==> src/rtl/mem_dump_reader.sv <==
// mem_dump_reader
// Debug-side initiator for the core's read-only data-memory inspection port.
// A start request sweeps a word-aligned address range. Each returned word is
// captured RD_LAT cycles after its address was presented, then buffered with
// its address and a last flag in a small FIFO. The FIFO drains on a
// valid/ready stream.
// Issue is credit-gated: a new address is only presented when the words
// already buffered plus the words still in flight leave room for it. The push
// that lands RD_LAT cycles later therefore never finds the FIFO full.

module mem_dump_reader #(
    parameter int XLEN   = 32,   // data/address width (riscv_pkg XLEN)
    parameter int RD_LAT = 1,    // 0 or 1 cycles from addr_o to data_i
    parameter int DEPTH  = 4,    // output FIFO depth, power of 2, >= RD_LAT+2
    parameter int CNT_W  = 16    // word count width
) (
    input  logic             clk_i,
    input  logic             rstn_i,
    input  logic             start_i,
    input  logic [XLEN-1:0]  base_addr_i,
    input  logic [CNT_W-1:0] word_cnt_i,
    output logic [XLEN-1:0]  addr_o,
    input  logic [XLEN-1:0]  data_i,
    output logic             m_valid_o,
    input  logic             m_ready_i,
    output logic [XLEN-1:0]  m_data_o,
    output logic [XLEN-1:0]  m_addr_o,
    output logic             m_last_o,
    output logic             busy_o,
    output logic             done_o
);

    localparam int AW = (DEPTH > 1) ? $clog2(DEPTH) : 1;
    localparam int CW = $clog2(DEPTH) + 1;
    localparam logic [CW-1:0]   DEPTH_C    = CW'(DEPTH);
    localparam logic [CW-1:0]   ONE_CW_C   = CW'(1);
    localparam logic [CNT_W-1:0] ONE_CNT_C = CNT_W'(1);
    localparam logic [XLEN-1:0] WORD_INC_C = XLEN'(4);
    localparam logic [XLEN-1:0] ALIGN_C    = {{(XLEN-2){1'b1}}, 2'b00};
    localparam logic [AW-1:0]   ONE_AW_C   = AW'(1);

    typedef enum logic [1:0] {
        IDLE  = 2'd0,
        ISSUE = 2'd1,
        DRAIN = 2'd2,
        DONE  = 2'd3
    } state_t;

    state_t state_r;
    state_t stateNext_s;

    // Sweep datapath
    logic [XLEN-1:0]  addr_r;
    logic [CNT_W-1:0] remCnt_r;
    logic             cntNonZero_s;
    logic             startAccept_s;
    logic [XLEN-1:0]  alignedBase_s;

    // Issue / capture handshake
    logic             issue_s;
    logic             lastIssue_s;
    logic             inflight_s;
    logic             push_s;
    logic [XLEN-1:0]  pushAddr_s;
    logic             pushLast_s;
    logic [CW-1:0]    credit_s;

    // Output FIFO
    logic [XLEN-1:0]  fifoData_r [DEPTH];
    logic [XLEN-1:0]  fifoAddr_r [DEPTH];
    logic             fifoLast_r [DEPTH];
    logic [AW-1:0]    wrPtr_r;
    logic [AW-1:0]    rdPtr_r;
    logic [CW-1:0]    fifoCount_r;
    logic             fifoFull_s;
    logic             headValid_s;
    logic             headLast_s;
    logic             pop_s;
    logic             drainDone_s;

    // Request decode, alignment and credit check
    always_comb begin
        cntNonZero_s  = (word_cnt_i != {CNT_W{1'b0}});
        startAccept_s = (state_r == IDLE) && start_i && cntNonZero_s;
        alignedBase_s = base_addr_i & ALIGN_C;
        credit_s      = fifoCount_r + {{(CW-1){1'b0}}, inflight_s};
        issue_s       = (state_r == ISSUE) && (credit_s < DEPTH_C);
        lastIssue_s   = issue_s && (remCnt_r == ONE_CNT_C);
        headValid_s   = (fifoCount_r != {CW{1'b0}});
        fifoFull_s    = (fifoCount_r == DEPTH_C);
        headLast_s    = fifoLast_r[rdPtr_r];
        pop_s         = headValid_s && m_ready_i;
        // The final beat leaving with nothing behind it ends the dump
        drainDone_s   = (inflight_s == 1'b0) && pop_s && headLast_s &&
                        (fifoCount_r == ONE_CW_C);
    end

    generate
        if (RD_LAT == 0) begin : gLat0
            // Zero-latency port: capture the word in its own issue cycle
            always_comb begin
                push_s     = issue_s;
                pushAddr_s = addr_r;
                pushLast_s = lastIssue_s;
                inflight_s = 1'b0;
            end
        end else begin : gLat1
            logic            pendValid_r;
            logic [XLEN-1:0] pendAddr_r;
            logic            pendLast_r;

            // Remember what was issued last cycle so its data can be paired up
            always_ff @(posedge clk_i or negedge rstn_i) begin
                if (!rstn_i) begin
                    pendValid_r <= 1'b0;
                    pendAddr_r  <= {XLEN{1'b0}};
                    pendLast_r  <= 1'b0;
                end else begin
                    pendValid_r <= issue_s;
                    pendAddr_r  <= addr_r;
                    pendLast_r  <= lastIssue_s;
                end
            end

            // One-cycle port: data_i now belongs to last cycle's address
            always_comb begin
                push_s     = pendValid_r;
                pushAddr_s = pendAddr_r;
                pushLast_s = pendLast_r;
                inflight_s = pendValid_r;
            end
        end
    endgenerate

    // FSM state register
    always_ff @(posedge clk_i or negedge rstn_i) begin
        if (!rstn_i) begin
            state_r <= IDLE;
        end else begin
            state_r <= stateNext_s;
        end
    end

    // FSM next-state logic
    always_comb begin
        stateNext_s = state_r;
        case (state_r)
            IDLE: begin
                if (start_i) begin
                    if (cntNonZero_s) begin
                        stateNext_s = ISSUE;
                    end else begin
                        stateNext_s = DONE;
                    end
                end else begin
                    stateNext_s = IDLE;
                end
            end
            ISSUE: begin
                if (lastIssue_s) begin
                    stateNext_s = DRAIN;
                end else begin
                    stateNext_s = ISSUE;
                end
            end
            DRAIN: begin
                if (drainDone_s) begin
                    stateNext_s = DONE;
                end else begin
                    stateNext_s = DRAIN;
                end
            end
            DONE:    stateNext_s = IDLE;
            default: stateNext_s = IDLE;
        endcase
    end

    // FSM outputs and stream head presentation
    always_comb begin
        busy_o    = (state_r == ISSUE) || (state_r == DRAIN);
        done_o    = (state_r == DONE);
        addr_o    = addr_r;
        m_valid_o = headValid_s;
        if (headValid_s) begin
            m_data_o = fifoData_r[rdPtr_r];
            m_addr_o = fifoAddr_r[rdPtr_r];
            m_last_o = headLast_s;
        end else begin
            m_data_o = {XLEN{1'b0}};
            m_addr_o = {XLEN{1'b0}};
            m_last_o = 1'b0;
        end
    end

    // Sweep address and remaining-word counter; wraps modulo 2^XLEN
    always_ff @(posedge clk_i or negedge rstn_i) begin
        if (!rstn_i) begin
            addr_r   <= {XLEN{1'b0}};
            remCnt_r <= {CNT_W{1'b0}};
        end else if (startAccept_s) begin
            addr_r   <= alignedBase_s;
            remCnt_r <= word_cnt_i;
        end else if (issue_s) begin
            addr_r   <= addr_r + WORD_INC_C;
            remCnt_r <= remCnt_r - ONE_CNT_C;
        end else begin
            addr_r   <= addr_r;
            remCnt_r <= remCnt_r;
        end
    end

    // FIFO storage: write captured word, address and last flag at the tail
    always_ff @(posedge clk_i or negedge rstn_i) begin
        if (!rstn_i) begin
            for (int i = 0; i < DEPTH; i++) begin
                fifoData_r[i] <= {XLEN{1'b0}};
                fifoAddr_r[i] <= {XLEN{1'b0}};
                fifoLast_r[i] <= 1'b0;
            end
        end else if (push_s) begin
            fifoData_r[wrPtr_r] <= data_i;
            fifoAddr_r[wrPtr_r] <= pushAddr_s;
            fifoLast_r[wrPtr_r] <= pushLast_s;
        end else begin
            fifoData_r[wrPtr_r] <= fifoData_r[wrPtr_r];
        end
    end

    // FIFO pointers and occupancy
    always_ff @(posedge clk_i or negedge rstn_i) begin
        if (!rstn_i) begin
            wrPtr_r     <= {AW{1'b0}};
            rdPtr_r     <= {AW{1'b0}};
            fifoCount_r <= {CW{1'b0}};
        end else begin
            if (push_s) begin
                wrPtr_r <= wrPtr_r + ONE_AW_C;
            end else begin
                wrPtr_r <= wrPtr_r;
            end
            if (pop_s) begin
                rdPtr_r <= rdPtr_r + ONE_AW_C;
            end else begin
                rdPtr_r <= rdPtr_r;
            end
            case ({push_s, pop_s})
                2'b10:   fifoCount_r <= fifoCount_r + ONE_CW_C;
                2'b01:   fifoCount_r <= fifoCount_r - ONE_CW_C;
                default: fifoCount_r <= fifoCount_r;
            endcase
        end
    end

    mem_dump_reader_chk #(
        .XLEN (XLEN),
        .CW   (CW),
        .DEPTH(DEPTH)
    ) uChk (
        .clk_i     (clk_i),
        .rstn_i    (rstn_i),
        .push_i    (push_s),
        .full_i    (fifoFull_s),
        .credit_i  (credit_s),
        .mValid_i  (m_valid_o),
        .mReady_i  (m_ready_i),
        .mData_i   (m_data_o),
        .mAddr_i   (m_addr_o),
        .mLast_i   (m_last_o)
    );

endmodule

// mem_dump_reader_chk
// Protocol and credit invariants of mem_dump_reader.
module mem_dump_reader_chk #(
    parameter int XLEN  = 32,
    parameter int CW    = 3,
    parameter int DEPTH = 4
) (
    input  logic            clk_i,
    input  logic            rstn_i,
    input  logic            push_i,
    input  logic            full_i,
    input  logic [CW-1:0]   credit_i,
    input  logic            mValid_i,
    input  logic            mReady_i,
    input  logic [XLEN-1:0] mData_i,
    input  logic [XLEN-1:0] mAddr_i,
    input  logic            mLast_i
);

    // A capture must never land on a full FIFO
    aPushNotFull: assert property (@(posedge clk_i) disable iff (!rstn_i)
        !(push_i && full_i));

    // Buffered plus in-flight words never exceed the FIFO depth
    aCreditBound: assert property (@(posedge clk_i) disable iff (!rstn_i)
        credit_i <= CW'(DEPTH));

    // A stalled head beat holds all of its fields
    aHeadStable: assert property (@(posedge clk_i) disable iff (!rstn_i)
        (mValid_i && !mReady_i) |=> (mValid_i && $stable(mData_i) &&
                                     $stable(mAddr_i) && $stable(mLast_i)));

endmodule

==> config.mk <==
export PLATFORM = sky130hd
export DESIGN_NAME = mem_dump_reader
export DESIGN_NICKNAME = d
export VERILOG_FILES = /design/src/rtl/mem_dump_reader.sv
export SDC_FILE = /design/constraint.sdc
export NUM_CORES = 1
export LEC_CHECK = 0
export BUFFER_PORTS_ARGS = -buffer_cell sky130_fd_sc_hd__buf_4
export CORE_MARGIN = 8
export CORE_UTILIZATION = 25
export CTS_BUF_LIST = sky130_fd_sc_hd__clkbuf_2
export DETAILED_ROUTE_END_ITERATION = 6
export PLACE_DENSITY = 0.39
export REMOVE_ABC_BUFFERS = 1
export SYNTH_ARGS = -nofsm -noshare
export SYNTH_HDL_FRONTEND = slang
export SYNTH_SLANG_ARGS = --single-unit
==> constraint.sdc <==
create_clock -name clk_i -period 3.35 [get_ports clk_i]
set_input_delay 0.1675 -clock clk_i [delete_from_list [all_inputs] [get_ports clk_i]]
set_output_delay 0.1675 -clock clk_i [all_outputs]
set_load 0.05 [all_outputs]
# ---- Word level (Yosys, flattened, before mapping)
# Index checks and enable logic that the tools add are counted.
dict set report word_totals {
  word_cells 91
  in_bits 84
  regBits 351
  output_inout_bits 100
}
dict set report classes {
  bitwise_logic 3
  eq_ne 7
  order_cmp 4
  mux 34
  addsub 7
  n_reduce_logical 15
}
# cell count
set op_table {}
lappend op_table {{$bwmux 128} 3}
lappend op_table {{$mux 32} 11}
lappend op_table {{$bmux 32 s2} 3}
lappend op_table {{$mux 128} 1}
lappend op_table {{$demux 32 s2} 1}
lappend op_table {{$add 32x3->32 const B} 1}
lappend op_table {{$mux 16} 2}
lappend op_table {{$eq 16x1->1 const B} 1}
lappend op_table {{$reduce_bool 16->1} 1}
lappend op_table {{$sub 16x1->16 const B} 1}
lappend op_table {{$logic_and 1x1->1} 9}
lappend op_table {{$pmux 2 s4} 1}
lappend op_table {{$eq 2x2->1 const B} 3}
lappend op_table {{$ge 3x3->1 const B} 2}
lappend op_table {{$mux 2} 3}
lappend op_table {{$not 2->3} 2}
lappend op_table {{$pmux 3 s2} 1}
lappend op_table {{$mux 1} 5}
lappend op_table {{$add 2x1->2 const B} 2}
lappend op_table {{$bwmux 4} 1}
lappend op_table {{$eq 2x1->1 const B} 2}
lappend op_table {{$reduce_bool 2->1} 2}
lappend op_table {{$add 3x1->3} 1}
lappend op_table {{$add 3x1->3 const B} 1}
lappend op_table {{10 further kinds} 10}

# ---- Logic depth before layout (Yosys ltp)
# Gate-level depths: netlist (run 1).
dict set report logic_depth {
  word_depth 8
  depth_mapped 9
  mapped_depth_nobuf 8
}

# ---- Worst setup path before layout (run 1)
# Ideal clock, no wire load.
dict set report synth_timing {
  kind {reg2reg}
  startpoint {register wrPtr_r[1]}
  endpoint {register fifoAddr_r[100] in the netlist's numbering}
  t_required_ns 3.225
  slack_ns 1.203
  arrival_ns 2.023
  setup_ns 0.125
  synth_period_minus_slack_ns 2.147
  n_path_buf 3
  path_stages_with_launch 8
  path_cell_list {dfrtp_1 -> clkbuf_1 -> clkbuf_1 -> inv_1 -> ha_1 -> nand2_1 -> buf_1 -> mux2_2}
}
dict set report synth_via {
  elab_chain_len 6
  word_cells_on_any_way 7
  cone_classes {2 x order compare; 3 x mux; 1 x bitwise; 1 x reduce/logical}
}
# item line
set synth_rtl {}
lappend synth_rtl {{start, declared} 72} ;# logic [AW-1:0] wrPtr_r;
lappend synth_rtl {{start signal, assigned} 232} ;# wrPtr_r <= {AW{1'b0}};
lappend synth_rtl {{start signal, assigned} 237} ;# wrPtr_r <= wrPtr_r + ONE_AW_C;
lappend synth_rtl {{start signal, assigned} 239} ;# wrPtr_r <= wrPtr_r;
lappend synth_rtl {{$not 2->3 (not written as such) (*)} 222} ;# fifoAddr_r[wrPtr_r] <= pushAddr_s;
lappend synth_rtl {{$ge 3x3->1 (not written as such) / $lt 3x1->1 (equally long branches)} 222}
lappend synth_rtl {{$logic_and 1x1->1 (not written as such)} 222}
lappend synth_rtl {{$mux 32 (not written as such)} 222}
lappend synth_rtl {{$demux 32 s2 (*)} 222}
lappend synth_rtl {{$bwmux 128 (*)} 222}
lappend synth_rtl {{end signal, assigned by index} 217} ;# fifoAddr_r[i] <= {XLEN{1'b0}};
lappend synth_rtl {{end signal, assigned by index} 222}
lappend synth_rtl {{end, declared} 70} ;# logic [XLEN-1:0] fifoAddr_r [DEPTH];
# Mark *: on every way between the ends. The rest lies on a longest branch, timed or not.
# A chain may end at the register's enable or synchronous reset.

# ---- Worst setup path after layout (run 1)
dict set report layout_timing {
  startpoint {input port word_cnt_i[8]}
  endpoint {register addr_r[4], in the netlist addr_o[4]}
}
dict set report layout_via {
  elab_chain_len 3
  word_cells_on_any_way 4
  cone_classes {1 x mux; 3 x reduce/logical}
}
# item line
set layout_rtl {}
lappend layout_rtl {{start, declared} 21} ;# input logic [CNT_W-1:0] word_cnt_i,
lappend layout_rtl {{$reduce_bool 16->1 (*)} 83} ;# cntNonZero_s = (word_cnt_i != {CNT_W{1'b0}});
lappend layout_rtl {{$logic_and 1x1->1 (*)} 84} ;# startAccept_s = (state_r == IDLE) && start_i && cntNonZero_s;
lappend layout_rtl {{$mux 32 / $reduce_bool 2->1 (equally long branches)} -}
lappend layout_rtl {{end signal, assigned} 198} ;# addr_r <= {XLEN{1'b0}};
lappend layout_rtl {{end signal, assigned} 201} ;# addr_r <= alignedBase_s;
lappend layout_rtl {{end signal, assigned} 204} ;# addr_r <= addr_r + WORD_INC_C;
lappend layout_rtl {{end, declared} 53} ;# logic [XLEN-1:0] addr_r;
# Marks and branches as above.

==> out/qor.csv, run 1 <==
metric,value,unit
"most common cell after layout, fill and taps aside",dfrtp_1,
Hold Crit Depth,4,
worst path cell trace,dlygate4sd3_1 -> buf_4 -> dlygate4sd3_1 -> nor4_1 -> nand4_1 -> nor2b_4 -> buf_12 -> buf_4 -> buf_4 -> nand2_1 -> dlygate4sd3_1 -> o21ai_0 -> dlygate4sd3_1,
first-pass GRT wire length,77800,um
Synth cell types,41,
vias in the first global route,13400,
via/cell ratio,4.51,
Die Wd,270,um
clock sinks,339,
Area Growth Syn to Fin,35.5,%
Clock power frac,0.128,
Top delay family on crit path,buffers and inverters,
share of cells above drive strength 1,0.341,
post-layout util,0.341,
"commonest non-fill, non-tap cells in the layout","335 x dfrtp_1, 229 x dlygate4sd3_1, 207 x buf_4",
final instance area,21800,um2
cell taking the most area after synthesis,dfrtp_1,
DR DRC count,0,
CTS tree,done,
Cells after Synth,1293,
"Reg clk slew, reported paths",90,ps
Avg Inst Size Synth,12.4,um2
Most Frequent Cell on Critical Path,dlygate4sd3_1,
worst slew pin tran,879,ps
hold slack final,182,ps
Multi-input gate area,7220,um2
Placed Area,18500,um2
total gr overflow,0,
P_sw,11.0,mW
Reg2Reg Depth,7,
max-slew violations,0,
startpoint types,primary input,
switching part of the total,0.464,
post-place setup slack,868,ps
met3 wire length,2370,um
Setup Skew,78.3,ps
IO Port Bufs,177,
CP Capture Type,register,
number of core rows,93,
Worst-Skew Late Latency,990,ps
Detail Placement HPWL,29800,um
DRT iter0 DRCs,484,
post-synthesis register bit count,339,
Critical-path top delay cell,dlygate4sd3_1,
Power Dens Cells,1080,nW/um2
peak supply drop,0.642,mV
TritonCTS Buffers,100,
LEAKAGE,9.17,nW
Slew HR,0.414,
MaxCap Viol Count,0,
fill count,6512,
TritonRoute pass-1 iters,7,
Die H,270,um
Crit Path Max Fanout,11,
combinational fraction of design power,0.554,
Clock H-tree levels,3,
Yosys warning count,0,
Vias,12000,
Worst Path Buf+Inv,8,
sequential area share after synthesis,0.527,
Initial Utilization,0.251,
Final min period,3330,ps
antenna violations before repair,1,
Int Pwr,12.7,mW
largest cells by area after synthesis,"dfrtp_1 53%, mux4_2 13%, mux2_2 9.0%",
clock root cell,clkbuf_2,
Tcrit/Tclk final,0.994,
Core Footprint,64000,um2
GP Congestion,0.712,
CP required,4230,ps
met2 routed wirelength,24300,um
status,finished clean,
Detailed Route WL,49300,um
WL per Instance,18.5,um
"Arr. time, crit path",4210,ps
total track usage,0.134,
critical path class,in -> reg,
maximum number of pins on one net before global-route repair,99,
HP Class,in -> reg,
"Worst Setup Slack, final",20.5,ps
post-synth top area share,0.527,
hold violation count in the final report,0,
"Cell Area, Synth",16100,um2
Max Clk Rate,0.300,GHz
RSZ-0062 raised after global routing,no,
num ports,184,
FF/Latch Area,8490,um2
DRT antenna net count,0,
full die area,72700,um2
power share of the sequential group,0.318,
worst-case clock buffer depth,3,
Layout Nets,1859,
"Setup violations, final",0,
Crit path depth,13,
DR top layer,met4,
M1 WL,21500,um
CP peak stage delay,580,ps
[synth_stat cells (all sizes together)]
library cell and instances:
xor2 18, and2b 1, a31oi 1, nand2 66
mux2 129, xnor2 32, mux4 95, o2111ai 1
nor4 18, nand3 9, or2 1, nor2b 2
nor3b 2, nand4b 1, buf 31, o21ai 47
clkbuf 61, ha 16, nor3 16, nand2b 2
conb 1, a21oi 129, or3 1, inv 12
mux2i 34, and3 5, o22ai 1, nand4 13
nor2 137, and2 65, dfrtp 339, and4 7
[worst paths after layout]
path	start	end	slack (ps)
min in group asynchronous	rstn_i	fifoCount_r[1]	360
worst max register to register	gLat1.pendValid_r	addr_o[16]	370
max in group asynchronous	rstn_i	fifoData_r[117]	2380
worst min-delay path	data_i[19]	fifoData_r[19]	180
worst max-delay path	word_cnt_i[8]	addr_o[4]	20
worst min register to register	addr_o[31]	gLat1.pendAddr_r[31]	460
[cells by family (layout without fill, tap and decap cells)]
family                     count (synthesis)  count (layout)  synth area share
other                                      1               6          0.000233
and+or+nand+nor                          346             347             0.104
muxes                                    258             258             0.244
xor gates and xnor gates                  50              50            0.0272
buffers and inverters                    104             621            0.0274
DFF                                      339             339             0.527
adders and majority gates                 16              16            0.0124
AOI/OAI and AO/OA                        179             179            0.0575
[what timing repair did]
| item | in CTS | in global routing |
|---|---|---|
| hold buffers | 230 | 0 |
| gates cloned | 0 | 1 |
| setup buffers | 7 | 6 |
| endpoints found under the setup margin | 61 | 11 |
| gates resized for setup | 3 | 0 |
| hold endpoints to repair | 520 | 0 |
[power by group through the flow]
stage	clock [mW]	sequential (mW)	combinational (mW)
floorplan	0	7.91	8.04
global placement	0	7.67	12.3
detailed placement	0	7.74	12.4
CTS	3.26	7.55	13.3
global route	3.46	7.82	14.1
finish	3.02	7.52	13.1
[worst register-to-register path, cell delays in order (launching register included)]
cell	delay [ps]
dfrtp_1	650
a31oi_4	200
o21ai_2	730
buf_4	300
nor2_1	70
xor2_1	140
mux2_2	260
dlygate4sd3_1	550
[per-stage QoR]
stage	power [mW]	setup TNS, ps	instances
6_report	23.6	0	2671
5_1_grt	25.4	0	2671
4_1_cts	24.1	0	2662
3_5_place_dp	20.1	0	2268
3_3_place_gp	20.0	0	2268
2_1_floorplan	15.9	-155320	1204
[registers in the layout, indices dropped and copies added (netlist names)]
register,flops
fifoLast_r,4
gLat1.pendAddr_r,30
fifoData_r,128
gLat1.pendLast_r,1
rdPtr_r,2
fifoAddr_r,120
gLat1.pendValid_r,1
remCnt_r,16
addr_o,30
wrPtr_r,2
state_r,2
fifoCount_r,3
[metal layers]
| layer | track usage | up-vias |
|---|---|---|
| met5 | 0 | - |
| met4 | 0.0472 | 0 |
| met3 | 0.0335 | 74 |
| met2 | 0.230 | 265 |
| met1 | 0.164 | 6100 |
| li1 | - | 5596 |
[final cells by class]
class,count,area share
Antenna cell,2,0.000230
Clock buffer,141,0.0324
Inverter,12,0.00207
Sequential cell,339,0.390
Clock inverter,16,0.00494
Timing Repair Buffer,452,0.190
Multi-Input combinational cell,854,0.331
Tap cell,855,0.0491
Power figures use the tool's default switching activity.
==> inputs of run 2 (changes only) <==
--- a/config.mk
+++ b/config.mk
@@ -5,12 +5,12 @@
 export SDC_FILE = /design/constraint.sdc
 export NUM_CORES = 1
 export LEC_CHECK = 0
-export BUFFER_PORTS_ARGS = -buffer_cell sky130_fd_sc_hd__buf_4
-export CORE_MARGIN = 8
+export CORE_MARGIN = 1
 export CORE_UTILIZATION = 25
 export CTS_BUF_LIST = sky130_fd_sc_hd__clkbuf_2
 export DETAILED_ROUTE_END_ITERATION = 6
-export PLACE_DENSITY = 0.39
+export DONT_BUFFER_PORTS = 1
+export PLACE_DENSITY = 0.37
 export REMOVE_ABC_BUFFERS = 1
 export SYNTH_ARGS = -nofsm -noshare
 export SYNTH_HDL_FRONTEND = slang
==> out/qor.csv, run 2 (synthesis gave the netlist of run 1 again) <==
metric,value,unit
"Arr. time, crit path",4160,ps
Core Footprint,63300,um2
hold violation count in the final report,339,
"Setup violations, final",0,
Detailed Route WL,46900,um
DRT iter0 DRCs,478,
Initial Utilization,0.254,
# hold bufs at CTS,202,
Die H,256,um
Area Growth Syn to Fin,26.2,%
MaxCap Viol Count,0,
share of cells above drive strength 1,0.308,
final std cells w/o fill,2478,
Slew HR,-0.202,
Max Clk Rate,0.315,GHz
number of core rows,92,
GP Congestion,0.695,
Placed Area,17200,um2
max-slew violations,129,
Worst-Skew Late Latency,1090,ps
max reg flops,128,
Multi-input gate area,7310,um2
Placed Cells,2094,
HP Class,in -> async,
vias in the first global route,12200,
final instance area,20300,um2
CTS tree,done,
"most common cell after layout, fill and taps aside",dfrtp_1,
Power Dens Cells,1140,nW/um2
"commonest non-fill, non-tap cells in the layout","333 x dfrtp_1, 202 x dlygate4sd3_1, 144 x clkbuf_2",
clock sinks,339,
num ports,184,
Die Wd,256,um
"Reg clk slew, reported paths",100,ps
Clock H-tree levels,3,
CP Capture Type,register,
CP required,4330,ps
peak supply drop,0.491,mV
Detail Placement HPWL,27100,um
FF/Latch Area,8500,um2
clock root cell,clkbuf_2,
worst-case clock buffer depth,3,
full die area,65400,um2
"Worst Setup Slack, final",175,ps
antenna violations before repair,3,
fill count,6497,
DR DRC count,0,
total gr overflow,0,
DRT antenna net count,0,
post-layout util,0.321,
IO Port Bufs,0,
status,"complete, but fails checks",
TritonRoute pass-1 iters,5,
maximum number of pins on one net before global-route repair,340,
top flop regs,"fifoData_r (128), fifoAddr_r (120)",
post-place setup slack,905,ps
critical path class,reg -> reg,
Vias,11300,
LEAKAGE,8.33,nW
via/cell ratio,4.56,
Tcrit/Tclk final,0.948,
failing checks,"hold timing, slew limit",
first-pass GRT wire length,72500,um
hold slack final,-1140,ps
Final min period,3180,ps
Crit Path Max Fanout,11,
total track usage,0.145,
worst slew pin tran,1800,ps
Setup Skew,108,ps
startpoint types,register,
WL per Instance,18.9,um
TritonCTS Buffers,100,
Biggest register,fifoData_r,
Layout Nets,1660,
==> run 2: cell types whose count changed in the layout (fill, tap and decap cells not counted), moves of 3 or more <==
cell           before  now
and2_1             65   21
clkinv_2            0    4
dlygate4sd3_1     229  202
and2_2              0   16
diode_2             2    6
and2_4              0   28
clkinv_1           10   13
clkbuf_2          141  144
buf_4             207   43
buf_12             12    6
==> run 2: final cells by class <==
| type | instances | area share |
|---|---|---|
| Clock inverter | 24 | 0.00752 |
| Timing Repair Buffer | 253 | 0.123 |
| Sequential cell | 339 | 0.418 |
| Clock buffer | 144 | 0.0355 |
| Tap cell | 846 | 0.0521 |
| Inverter | 12 | 0.00222 |
| Antenna cell | 6 | 0.000739 |
| Multi-Input combinational cell | 854 | 0.360 |
==> run 2: path summary, 6_finish.rpt <==
path | from | end | slack (ps) | cells after the start
max in group asynchronous | rstn_i | fifoData_r[69] | 3050 | 0
hold reg to reg | addr_o[3] | gLat1.pendAddr_r[3] | 450 | 0
setup reg to reg | fifoCount_r[1] | state_r[0] | 170 | 10
setup / recovery | fifoCount_r[1] | state_r[0] | 170 | 10
min in group clk_i | base_addr_i[16] | addr_o[16] | 280 | 3
hold / removal | rstn_i | fifoData_r[117] | -1140 | 0
==> run 2: what timing repair did <==
item	CTS	global route
buffers inserted	7	0
cloned	0	1
setup endpoints to repair	63	45
endpoints found under the hold margin	520	339
gates resized for setup	53	22
==> run 2: stage by stage <==
stage	TNS, ps	power (mW)
floorplan	-155320	15.9
global placement	0	18.7
detailed placement	0	18.8
CTS	-1580	23.5
global route	-7.46	24.9
finish	0	23.2
==> run 2: metal layers <==
metal	vias to the layer above	part of all wire	global-route usage
met1	5714	0.43	0.177
li1	5220	-	-
met3	89	0.055	0.0423
met4	0	0.024	0.0496
met2	280	0.49	0.242
met5	-	0	0
==> run 2: power by group <==
part           switching (mW)  internal, mW
clock                    1.90          1.24
combinational            7.40          5.22
sequential               1.55          5.89
total                    10.8          12.4
==> run 2: worst max-delay path, stage by stage, from the launching register on <==
cell	delay, ps
dfrtp_2	460
inv_1	110
ha_1	250
nand2b_4	180
and2_1	210
dlygate4sd3_1	600
ha_1	260
nand4_1	110
o21ai_1	70
mux2_2	250
dlygate4sd3_1	560
==> inputs of run 3 (changes only) <==
--- a/config.mk
+++ b/config.mk
@@ -5,12 +5,14 @@
 export SDC_FILE = /design/constraint.sdc
 export NUM_CORES = 1
 export LEC_CHECK = 0
+export CELL_PAD_IN_SITES_DETAIL_PLACEMENT = 1
+export CELL_PAD_IN_SITES_GLOBAL_PLACEMENT = 2
 export CORE_MARGIN = 1
 export CORE_UTILIZATION = 25
 export CTS_BUF_LIST = sky130_fd_sc_hd__clkbuf_2
 export DETAILED_ROUTE_END_ITERATION = 6
 export DONT_BUFFER_PORTS = 1
-export PLACE_DENSITY = 0.37
+export PLACE_DENSITY = 0.5
 export REMOVE_ABC_BUFFERS = 1
 export SYNTH_ARGS = -nofsm -noshare
 export SYNTH_HDL_FRONTEND = slang
==> out/qor.csv, run 3 (synthesis gave the netlist of run 1 again) <==
metric,value,unit
final instance area,20300,um2
Worst-Skew Late Latency,1080,ps
top flop regs,"fifoData_r (128), fifoAddr_r (120)",
number of core rows,92,
Vias,11400,
vias in the first global route,12800,
Reg-to-Reg End,state_r[0],
DRT antenna net count,0,
"Arr. time, crit path",4100,ps
full die area,65400,um2
Clock H-tree levels,3,
Worst Path Buf+Inv,3,
Final min period,3180,ps
num ports,184,
R2R setup slack,170,ps
Area Growth Syn to Fin,25.9,%
post-layout util,0.320,
worst-case clock buffer depth,3,
Placed Area,17300,um2
Power Dens Cells,1130,nW/um2
final std cells w/o fill,2479,
IO Port Bufs,0,
Setup Skew,155,ps
Max Clk Rate,0.314,GHz
Detailed Route WL,48300,um
TritonRoute pass-1 iters,4,
Slew HR,0.00568,
peak supply drop,0.352,mV
Die H,256,um
first-pass GRT wire length,76300,um
FF/Latch Area,8490,um2
via/cell ratio,4.62,
Tcrit/Tclk final,0.949,
Die Wd,256,um
post-place setup slack,934,ps
DR DRC count,0,
CP required,4270,ps
"commonest non-fill, non-tap cells in the layout","335 x dfrtp_1, 206 x dlygate4sd3_1, 147 x clkbuf_2",
"Reg clk slew, reported paths",110,ps
total track usage,0.150,
GP Congestion,0.704,
Top delay family on crit path,buffers and inverters,
maximum number of pins on one net before global-route repair,340,
Reg2Reg Depth,10,
Most Frequent Cell on Critical Path,dlygate4sd3_1,
worst path cell trace,inv_1 -> ha_4 -> nand2b_4 -> and2_1 -> dlygate4sd3_1 -> ha_1 -> nand4_1 -> o21ai_1 -> mux2_2 -> dlygate4sd3_1,
LEAKAGE,8.26,nW
CTS tree,done,
Crit Path Max Fanout,11,
Placed Cells,2095,
DRT iter0 DRCs,377,
"Setup violations, final",0,
failing checks,hold timing,
worst slew pin tran,1490,ps
CP peak stage delay,600,ps
max reg flops,128,
WL per Instance,19.5,um
hold slack final,-1120,ps
status,"complete, but fails checks",
antenna violations before repair,2,
Layout Nets,1658,
startpoint types,register,
clock root cell,clkbuf_2,
TritonCTS Buffers,100,
MaxCap Viol Count,0,
CP Capture Type,register,
share of cells above drive strength 1,0.303,
Initial Utilization,0.254,
clock sinks,339,
max-slew violations,0,
hold violation count in the final report,339,
fill count,6965,
critical path class,reg -> reg,
Critical-path top delay cell,dlygate4sd3_1,
Multi-input gate area,7290,um2
Biggest register,fifoData_r,
# hold bufs at CTS,206,
"most common cell after layout, fill and taps aside",dfrtp_1,
Core Footprint,63300,um2
total gr overflow,0,
"Worst Setup Slack, final",170,ps
RR Startpoint,fifoCount_r[1],
RSZ-0062 raised after global routing,no,
HP Class,in -> async,
Detail Placement HPWL,28000,um
## run 3: final cells by class
type | instances | area share
sequential | 339 | 0.419
multi-input combinational | 854 | 0.360
inverter | 12 | 0.00222
timing repair buffer | 251 | 0.124
tap | 846 | 0.0523
antenna | 4 | 0.000494
clock buffer | 147 | 0.0363
clock inverter | 26 | 0.00568
## run 3: per-layer routing
layer	wire length, um	part of all wire	track usage
met5	0	0	0
met2	24500	0.51	0.260
met1	20200	0.42	0.180
met3	2500	0.052	0.0435
met4	1010	0.021	0.0456
## run 3: report_power, final
group | switching, mW | internal (mW)
Combinational | 7.41 | 4.97
Sequential | 1.55 | 5.88
Clock | 1.89 | 1.17
## run 3: worst max-delay path by stage
stage / startpoint / endpoint / slack [ps] / cells after the start
finish: fifoCount_r[1] / state_r[0] / 170 / 10
global route: fifoCount_r[1] / state_r[0] / 30 / 10
CTS: fifoCount_r[1] / m_data_o[7] / 3 / 5
detailed placement: gLat1.pendValid_r / addr_o[16] / 930 / 6
global placement: gLat1.pendValid_r / addr_o[16] / 950 / 6
floorplan: wrPtr_r[0] / fifoAddr_r[10] / -1090 / 3
## run 3: worst reg2reg max path: stages, from the launching register on
cell and delay, ps:
dfrtp_1 470, inv_1 180, ha_4 200, nand2b_4 160, and2_1 200, dlygate4sd3_1 600, ha_1 270, nand4_1 120
o21ai_1 70, mux2_2 260, dlygate4sd3_1 550
## run 3: repair_timing
| item | in CTS | in global routing |
|---|---|---|
| pin swaps | 0 | 0 |
| endpoints found under the setup margin | 35 | 25 |
| hold endpoints to repair | 520 | 339 |
| setup buffers | 0 | 0 |
| resized for setup | 35 | 13 |
| cloned | 0 | 1 |
## run 3: per-stage QoR
step / TNS (ps) / power (mW)
2_1_floorplan: -155320 / 15.9
3_3_place_gp: 0 / 18.7
3_5_place_dp: 0 / 18.9
4_1_cts: 0 / 23.3
5_1_grt: 0 / 24.6
6_report: 0 / 22.9
